==> config.mk <==
export PLATFORM = sky130hd
export DESIGN_NAME = dco_nco_multi
export DESIGN_NICKNAME = d
export VERILOG_FILES = /design/src/rtl/dco_pkg.sv /design/src/rtl/dco_nco_chan.sv /design/src/rtl/dco_nco_multi.sv
export SDC_FILE = /design/constraint.sdc
export NUM_CORES = 1
export LEC_CHECK = 0
export BUFFER_PORTS_ARGS = -buffer_cell sky130_fd_sc_hd__buf_2
export CORE_UTILIZATION = 35
export CTS_CLUSTER_SIZE = 25
export DETAILED_ROUTE_END_ITERATION = 10
export GPL_TIMING_DRIVEN = 0
export PLACE_DENSITY = 0.49
export SLEW_MARGIN = 20
export SYNTH_ARGS = -nofsm -noshare
export SYNTH_HDL_FRONTEND = slang
export SYNTH_SLANG_ARGS = --single-unit
==> constraint.sdc <==
create_clock -name clk -period 3.4 [get_ports clk]
set_input_delay 0.34 -clock clk [delete_from_list [all_inputs] [get_ports clk]]
set_output_delay 0.34 -clock clk [all_outputs]
set_load 0.01 [all_outputs]
==> src/rtl/dco_pkg.sv <==
// rtl/dco_pkg.sv - shared types and helpers for the multi-channel NCO
package dco_pkg;

    typedef enum logic {
        MODE_SQUARE = 1'b0,
        MODE_PULSE  = 1'b1
    } mode_e;

    // Width-independent part of a channel's state; the channel embeds it
    // alongside its parameter-sized accumulator and code registers.
    typedef struct packed {
        mode_e mode;
        mode_e shadow_mode;
        logic  pending;
    } chan_ctrl_t;

    function automatic int ch_w(input int n);
        return (n > 1) ? $clog2(n) : 1;
    endfunction

endpackage

==> src/rtl/dco_nco_chan.sv <==
// rtl/dco_nco_chan.sv - one NCO channel: accumulator, shadow code and wrap-aligned apply
module dco_nco_chan
    import dco_pkg::*;
#(
    parameter int CODE_W = 8,
    parameter int ACC_W  = 16
) (
    input  logic              clk,
    input  logic              rst_n,
    input  logic              ena,
    input  logic              load,
    input  logic [CODE_W-1:0] code_in,
    input  mode_e             mode_in,
    output logic              osc_out,
    output logic              wrap,
    output logic              pending
);

    localparam int SUM_W = ACC_W + 1;

    typedef struct packed {
        logic [ACC_W-1:0]  acc;
        logic [CODE_W-1:0] active_code;
        logic [CODE_W-1:0] shadow_code;
        chan_ctrl_t        ctrl;
    } chan_state_t;

    chan_state_t      st;
    logic [SUM_W-1:0] sum;
    logic             apply;

    assign sum = {1'b0, st.acc} + SUM_W'(st.active_code);

    // A stopped channel has no wrap to wait for, so it takes the shadow at once.
    assign apply = st.ctrl.pending && ((ena && sum[ACC_W]) || (st.active_code == '0));

    always_ff @(posedge clk or negedge rst_n) begin
        if (!rst_n) begin
            st   <= '0;
            wrap <= 1'b0;
        end else begin
            if (ena) begin
                st.acc <= sum[ACC_W-1:0];
                wrap   <= sum[ACC_W];
            end else begin
                st.acc <= '0;
                wrap   <= 1'b0;
            end
            if (apply) begin
                st.active_code  <= st.shadow_code;
                st.ctrl.mode    <= st.ctrl.shadow_mode;
                st.ctrl.pending <= 1'b0;
            end else if (load) begin
                st.shadow_code      <= code_in;
                st.ctrl.shadow_mode <= mode_in;
                st.ctrl.pending     <= 1'b1;
            end
        end
    end

    assign osc_out = (st.ctrl.mode == MODE_PULSE) ? wrap : st.acc[ACC_W-1];
    assign pending = st.ctrl.pending;

endmodule

==> src/rtl/dco_nco_multi.sv <==
// rtl/dco_nco_multi.sv - CHANNELS independent NCOs behind one code-write handshake
module dco_nco_multi
    import dco_pkg::*;
#(
    parameter int  CHANNELS = 2,
    parameter int  CODE_W   = 8,
    parameter int  ACC_W    = 16,
    localparam int CH_W     = ch_w(CHANNELS)
) (
    input  logic                clk,
    input  logic                rst_n,
    input  logic                ena,
    input  logic                code_valid,
    output logic                code_ready,
    input  logic [CH_W-1:0]     code_ch,
    input  logic [CODE_W-1:0]   code_in,
    input  logic                mode_in,
    output logic [CHANNELS-1:0] osc_out,
    output logic [CHANNELS-1:0] wrap,
    output logic [CHANNELS-1:0] pending,
    output logic                err
);

    localparam int NPAD = 1 << CH_W;

    logic [NPAD-1:0] pending_pad;
    logic            ch_valid;
    logic            accept;

    // Unused index slots read as not-pending, so writes to them are always ready.
    assign pending_pad = NPAD'(pending);
    assign ch_valid    = int'(code_ch) < CHANNELS;
    assign code_ready  = !pending_pad[code_ch];
    assign accept      = code_valid && code_ready;

    for (genvar g = 0; g < CHANNELS; g++) begin : g_chan
        dco_nco_chan #(
            .CODE_W (CODE_W),
            .ACC_W  (ACC_W)
        ) u_chan (
            .clk     (clk),
            .rst_n   (rst_n),
            .ena     (ena),
            .load    (accept && ch_valid && (code_ch == CH_W'(g))),
            .code_in (code_in),
            .mode_in (mode_e'(mode_in)),
            .osc_out (osc_out[g]),
            .wrap    (wrap[g]),
            .pending (pending[g])
        );
    end

    always_ff @(posedge clk or negedge rst_n) begin
        if (!rst_n) begin
            err <= 1'b0;
        end else if (accept && !ch_valid) begin
            err <= 1'b1;
        end
    end

endmodule

# Yosys cells after proc, flatten, opt, wreduce, memory -nomap -nowiden

Cells that the tools add are included.

Input port bits: 14
Logic and storage cells: 48
Bits in registers: 72

Multiplexer cells: 12
$lt $le $gt $ge: 1
Reductions and logical operators: 16
Bitwise gates (word level): 3
Add/subtract/negate cells: 2

Operators by type and width:

| kind                 | count |
|---|---|
| $add A16 B8 Y17      | 2 |
| $mux W16             | 2 |
| $logic_not A8 Y1     | 2 |
| $mux W1              | 10 |
| $logic_and A1 B1 Y1  | 7 |
| $reduce_and A2 Y1    | 2 |
| $reduce_bool A2 Y1   | 2 |
| $not A1 Y1           | 3 |
| $logic_or A1 B1 Y1   | 2 |
| $lt A1 B2 Y1 const B | 1 |
| $logic_not A1 Y1     | 1 |

# Logic depth before layout (Yosys ltp)

Depth after elaboration: 7
Depth in mapped cells: 10
Mapped depth without buffers: 8

# Cells and area by module

A second synthesis with hierarchy kept.

Cell total of the unflattened synthesis: 455
Area, all modules: 4,309.1 um2

Modules (own cells, without submodules):

| module        | cells each | instances | area an instance (um2) |
|---|---|---|---|
| dco_nco_chan  | 225        | 2         | 2,135.8 |
| dco_nco_multi | 5          | 1         | 37.5 |

# Worst setup path before layout

Ideal clock, no wire load.

Path kind: reg2reg
Start point: register g_chan[1].u_chan.st[11] (netlist bit)
End point: register g_chan[1].u_chan.st[2] (netlist bit)
Path buffers: 2
Period minus slack after synthesis: 2.616 ns
Cell stages (with the launch flop): 11
Required time: 3.275 ns
Arrival: 2.491 ns
Slack: 0.784 ns
Path through: dfrtp_1 -> ha_1 -> fa_1 -> a211oi_1 -> o211ai_1 -> and3_1 -> clkbuf_1 -> a41o_1 -> buf_2 -> nand2_1 -> mux2_2

Cells in the longest elaborated chain, start to end: 4

Ends and longest elaborated chain:

| item                  | RTL line           | source |
|---|---|---|
| start: declaration    | dco_nco_chan.sv:28 | `chan_state_t st;` |
| $add A16 B8 Y17       | dco_nco_chan.sv:32 | `assign sum = {1'b0, st.acc} + SUM_W'(st.active_code);` |
| $logic_and A1 B1 Y1   | dco_nco_chan.sv:35 | `assign apply = st.ctrl.pending && ((ena && sum[ACC_W]) \|\| (st.active_code == '0));` |
| $logic_or A1 B1 Y1 *  | dco_nco_chan.sv:35 |  |
| $logic_and A1 B1 Y1 * | dco_nco_chan.sv:35 |  |

Mark *: on every way between the ends. The rest lies on a longest branch, timed or not.
A chain may end at the register's enable or synchronous reset.

# Final worst setup path

Same ends and word-level chain as after synthesis.

==> summary.md <==
| Metric | Value |
|---|---|
| Outcome | `complete, no violations` |
| GP Congestion | `0.743` |
| Static Leak | `1.85 nW` |
| Full die area | `10700 um2` |
| Chip Width | `103 um` |
| Clock net sink count | `72` |
| Share of cells above drive strength 1 | `0.189` |
| WP data arrival | `3130 ps` |
| # Max-Cap Violations | `0` |
| # fillers | `952` |
| Yosys warns | `0` |
| Remaining global-route overflow | `0` |
| GRT Util Overall | `0.154` |
| Worst-Skew Late Latency | `340 ps` |
| Largest stage delay on the critical path | `440 ps` |
| Number of enable flip-flop cells after synthesis | `0` |
| Count of final setup violators | `0` |
| Reg clk slew, reported paths | `80 ps` |
| CP Capture Type | `register` |
| Number of setup buffers added after CTS | `0` |
| Vias in the first global route | `2400` |
| Pwr Density | `729 nW/um2` |
| Starting DRT DRC Count | `66` |
| Max-slew headroom | `0.584` |
| Synth area leader | `dfrtp_1` |
| DR vias | `2466` |
| Max-slew violations | `0` |
| Multi-input logic area | `1640 um2` |
| Min cycle time layout | `2900 ps` |
| Core area | `9860 um2` |
| TritonCTS Buffers | `9` |
| Mapped Avg Cell Area | `11.1 um2` |
| Wire length of the first global-routing pass | `12300 um` |
| Die height | `103 um` |
| Hold slack | `253 ps` |
| Synth cell types | `49` |
| Crit-path cells | `ha_1 -> fa_1 -> a211oi_1 -> o211ai_1 -> and3_1 -> clkbuf_1 -> a41o_1 -> buf_2 -> nand2_1 -> mux2_2` |
| Placed cell areas | `3880 um2` |
| Fmax | `0.345 GHz` |
| Reg2Reg Setup Slack | `500 ps` |
| Drt pass-1 iters | `4` |
| Post-Syn Instances | `324` |
| Post-synth net total | `356` |
| Async S/R FF share, synth | `1.00` |
| DR DRC count | `0` |
| Mean routed wirelength per cell | `14.7 um` |
| FF+latch area | `1800 um2` |
| Worst EP required | `3630 ps` |
| Final worst-path cycle share | `0.852` |
| Initial Utilization | `0.363` |
| Post-CTS Resized | `0` |
| Final HPWL DP | `5290 um` |
| Worst-Margin Slew | `624 ps` |
| Worst-path fanout max | `10` |
| Netlist Area Pre-Place | `3580 um2` |
| Post-synthesis sequential area ratio | `0.503` |
| Htree depth | `3` |
| Startpoint Class | `register` |
| Largest net degree at the start of global routing | `53` |
| Vias per inst | `5.01` |
| #FFs+latches synth | `72` |
| CP Buf/Inv Count | `2` |
| Hold Path Class | `in -> reg` |
| Layout net count | `389` |
| Ports | `22` |
| CP top delay family | `compound AO/OA/AOI/OAI gates` |
| RSZ-0062 raised after global routing | `no` |
| # diodes | `0` |
| Total wire length | `7220 um` |
| Clock tree root driver cell | `clkbuf_8` |
| Top post-synthesis cells by area | `dfrtp_1 50%, mux2_2 6.6%, ha_1 5.6%, a21oi_1 3.9%, nor2_1 2.8%` |
| Clk buf depth | `2` |
| CTS tree | `built` |
| Initial antenna violation count | `0` |
| Clock Skew | `11.9 ps` |
| Final Instance Area | `4040 um2` |
| Final hold viol count | `0` |
| Peak VDD IR | `0.000283 V` |
| Critical path class | `reg -> reg` |
| Layout overhead on the synthesized area | `12.7%` |
| Top cell type's share of synthesized area | `0.503` |
| FP Rows | `36` |
| Ys flop type | `dfrtp_1` |
| IO Port Bufs | `20` |
| TNS Setup | `0 ps` |
| Crit-path slowest cell | `fa_1` |
| Final ANT Viol Nets | `0` |
## registers in the layout, indices dropped and copies added, names as in the netlist
name                   count
g_chan.u_chan.st          68
g_chan.u_chan.pending      2
g_chan.u_chan.wrap         2
## worst paths after layout
check,endpoint,cells past startpoint,from
setup / recovery,g_chan[1].u_chan.st[2]$_DFFE_PN0P_,10,g_chan[1].u_chan.st[11]$_DFFE_PN0P_
hold / removal,g_chan[0].u_chan.st[5]$_DFFE_PN0P_,2,code_in[2]
setup reg to reg,g_chan[1].u_chan.st[2]$_DFFE_PN0P_,10,g_chan[1].u_chan.st[11]$_DFFE_PN0P_
hold reg to reg,g_chan[0].u_chan.st[2]$_DFFE_PN0P_,1,g_chan[0].u_chan.st[1]$_DFFE_PN0P_
max in group asynchronous,g_chan[1].u_chan.st[8]$_DFFE_PN0P_,3,rst_n
min in group asynchronous,g_chan[1].u_chan.st[33]$_DFF_PN0_,2,rst_n
## final cells by class
type	count	share of cell area
clock inverters	4	0.00619
plain buffers	15	0.0226
flip-flops and latches	72	0.446
inverters	14	0.0130
clock buffers	9	0.0307
multi-input cells	223	0.406
well taps	133	0.0412
repair buffers	22	0.0347
## layout by cell type (no fill, tap or decap), types with 2 or more instances in the layout
master,count
clkinvlp_4,2
clkbuf_1,5
ha_1,16
o211ai_1,4
a21o_1,6
a21oi_1,28
clkbuf_8,9
buf_2,20
nand4_1,3
dfrtp_1,72
nand3_1,4
nand4b_1,2
a32o_1,8
nor3_1,4
nand2b_1,2
and2_1,9
a211o_1,2
or4_1,4
buf_4,8
nor2_1,27
fa_1,2
nor4_1,3
inv_1,14
o21a_1,3
xnor2_1,9
nand2_1,15
nor3b_1,2
and4_1,3
o21ai_0,11
a31oi_1,2
or3_1,4
mux2_2,21
a211oi_1,6
xor2_1,8
clkinv_2,2
## power breakdown
part	internal, mW	switching, mW
Clock	0.250	0.301
Sequential	1.14	0.189
Combinational	0.544	0.524
Total	1.93	1.01
## kinds of logic (layout without fill, tap and decap cells)
family	Yosys count	in the layout	share of synthesized area
XOR/XNOR	17	17	0.0415
other	1	1	0.00105
adder cells (fa/ha/maj)	18	18	0.0670
buffers and inverters	29	64	0.0401
flip-flops	72	72	0.503
multiplexers	23	23	0.0729
AO/OA/AOI/OAI	79	79	0.151
AND/OR/NAND/NOR	85	85	0.124
## metal layers
layer / up-vias / global-route usage / wire (um)
met5: - / 0 / 0
met4: 0 / 0.0390 / 84
met3: 7 / 0.0430 / 242
met2: 35 / 0.231 / 3140
met1: 1183 / 0.219 / 3750
li1: 1241 / - / -
## worst register-to-register path, stage by stage (launching register included)
cell and delay [ps]:
dfrtp_1 400, ha_1 240, fa_1 440, a211oi_1 370, o211ai_1 150, and3_1 180, clkbuf_1 170, a41o_1 250
buf_2 180, nand2_1 90, mux2_2 330
## cell usage after synthesis (5+ instances only)
master,instances
nor2_1,27
buf_4,7
a211oi_1,6
xnor2_1,9
a32o_1,8
ha_1,16
dfrtp_1,72
nand2_1,15
o21ai_0,11
clkbuf_1,5
inv_1,14
a21o_1,6
a21oi_1,28
mux2_2,21
xor2_1,8
and2_1,9
## what timing repair did
item	in CTS	in global routing
setup endpoints to repair	0	0
hold buffers	1	0
endpoints found under the hold margin	20	0
## per-stage QoR
| stage | instances | util | power (mW) | setup slack, ps |
|---|---|---|---|---|
| finish | 492 | 0.410 | 2.94 | 504 |
| global route | 492 | 0.410 | 3.22 | 320 |
| CTS | 492 | 0.410 | 2.99 | 483 |
| detailed placement | 478 | 0.393 | 2.42 | 501 |
| global placement | 477 | 0.390 | 2.38 | 505 |
| floorplan | 324 | - | 2.15 | 784 |
No activity file was read; power rests on OpenSTA's default activity.
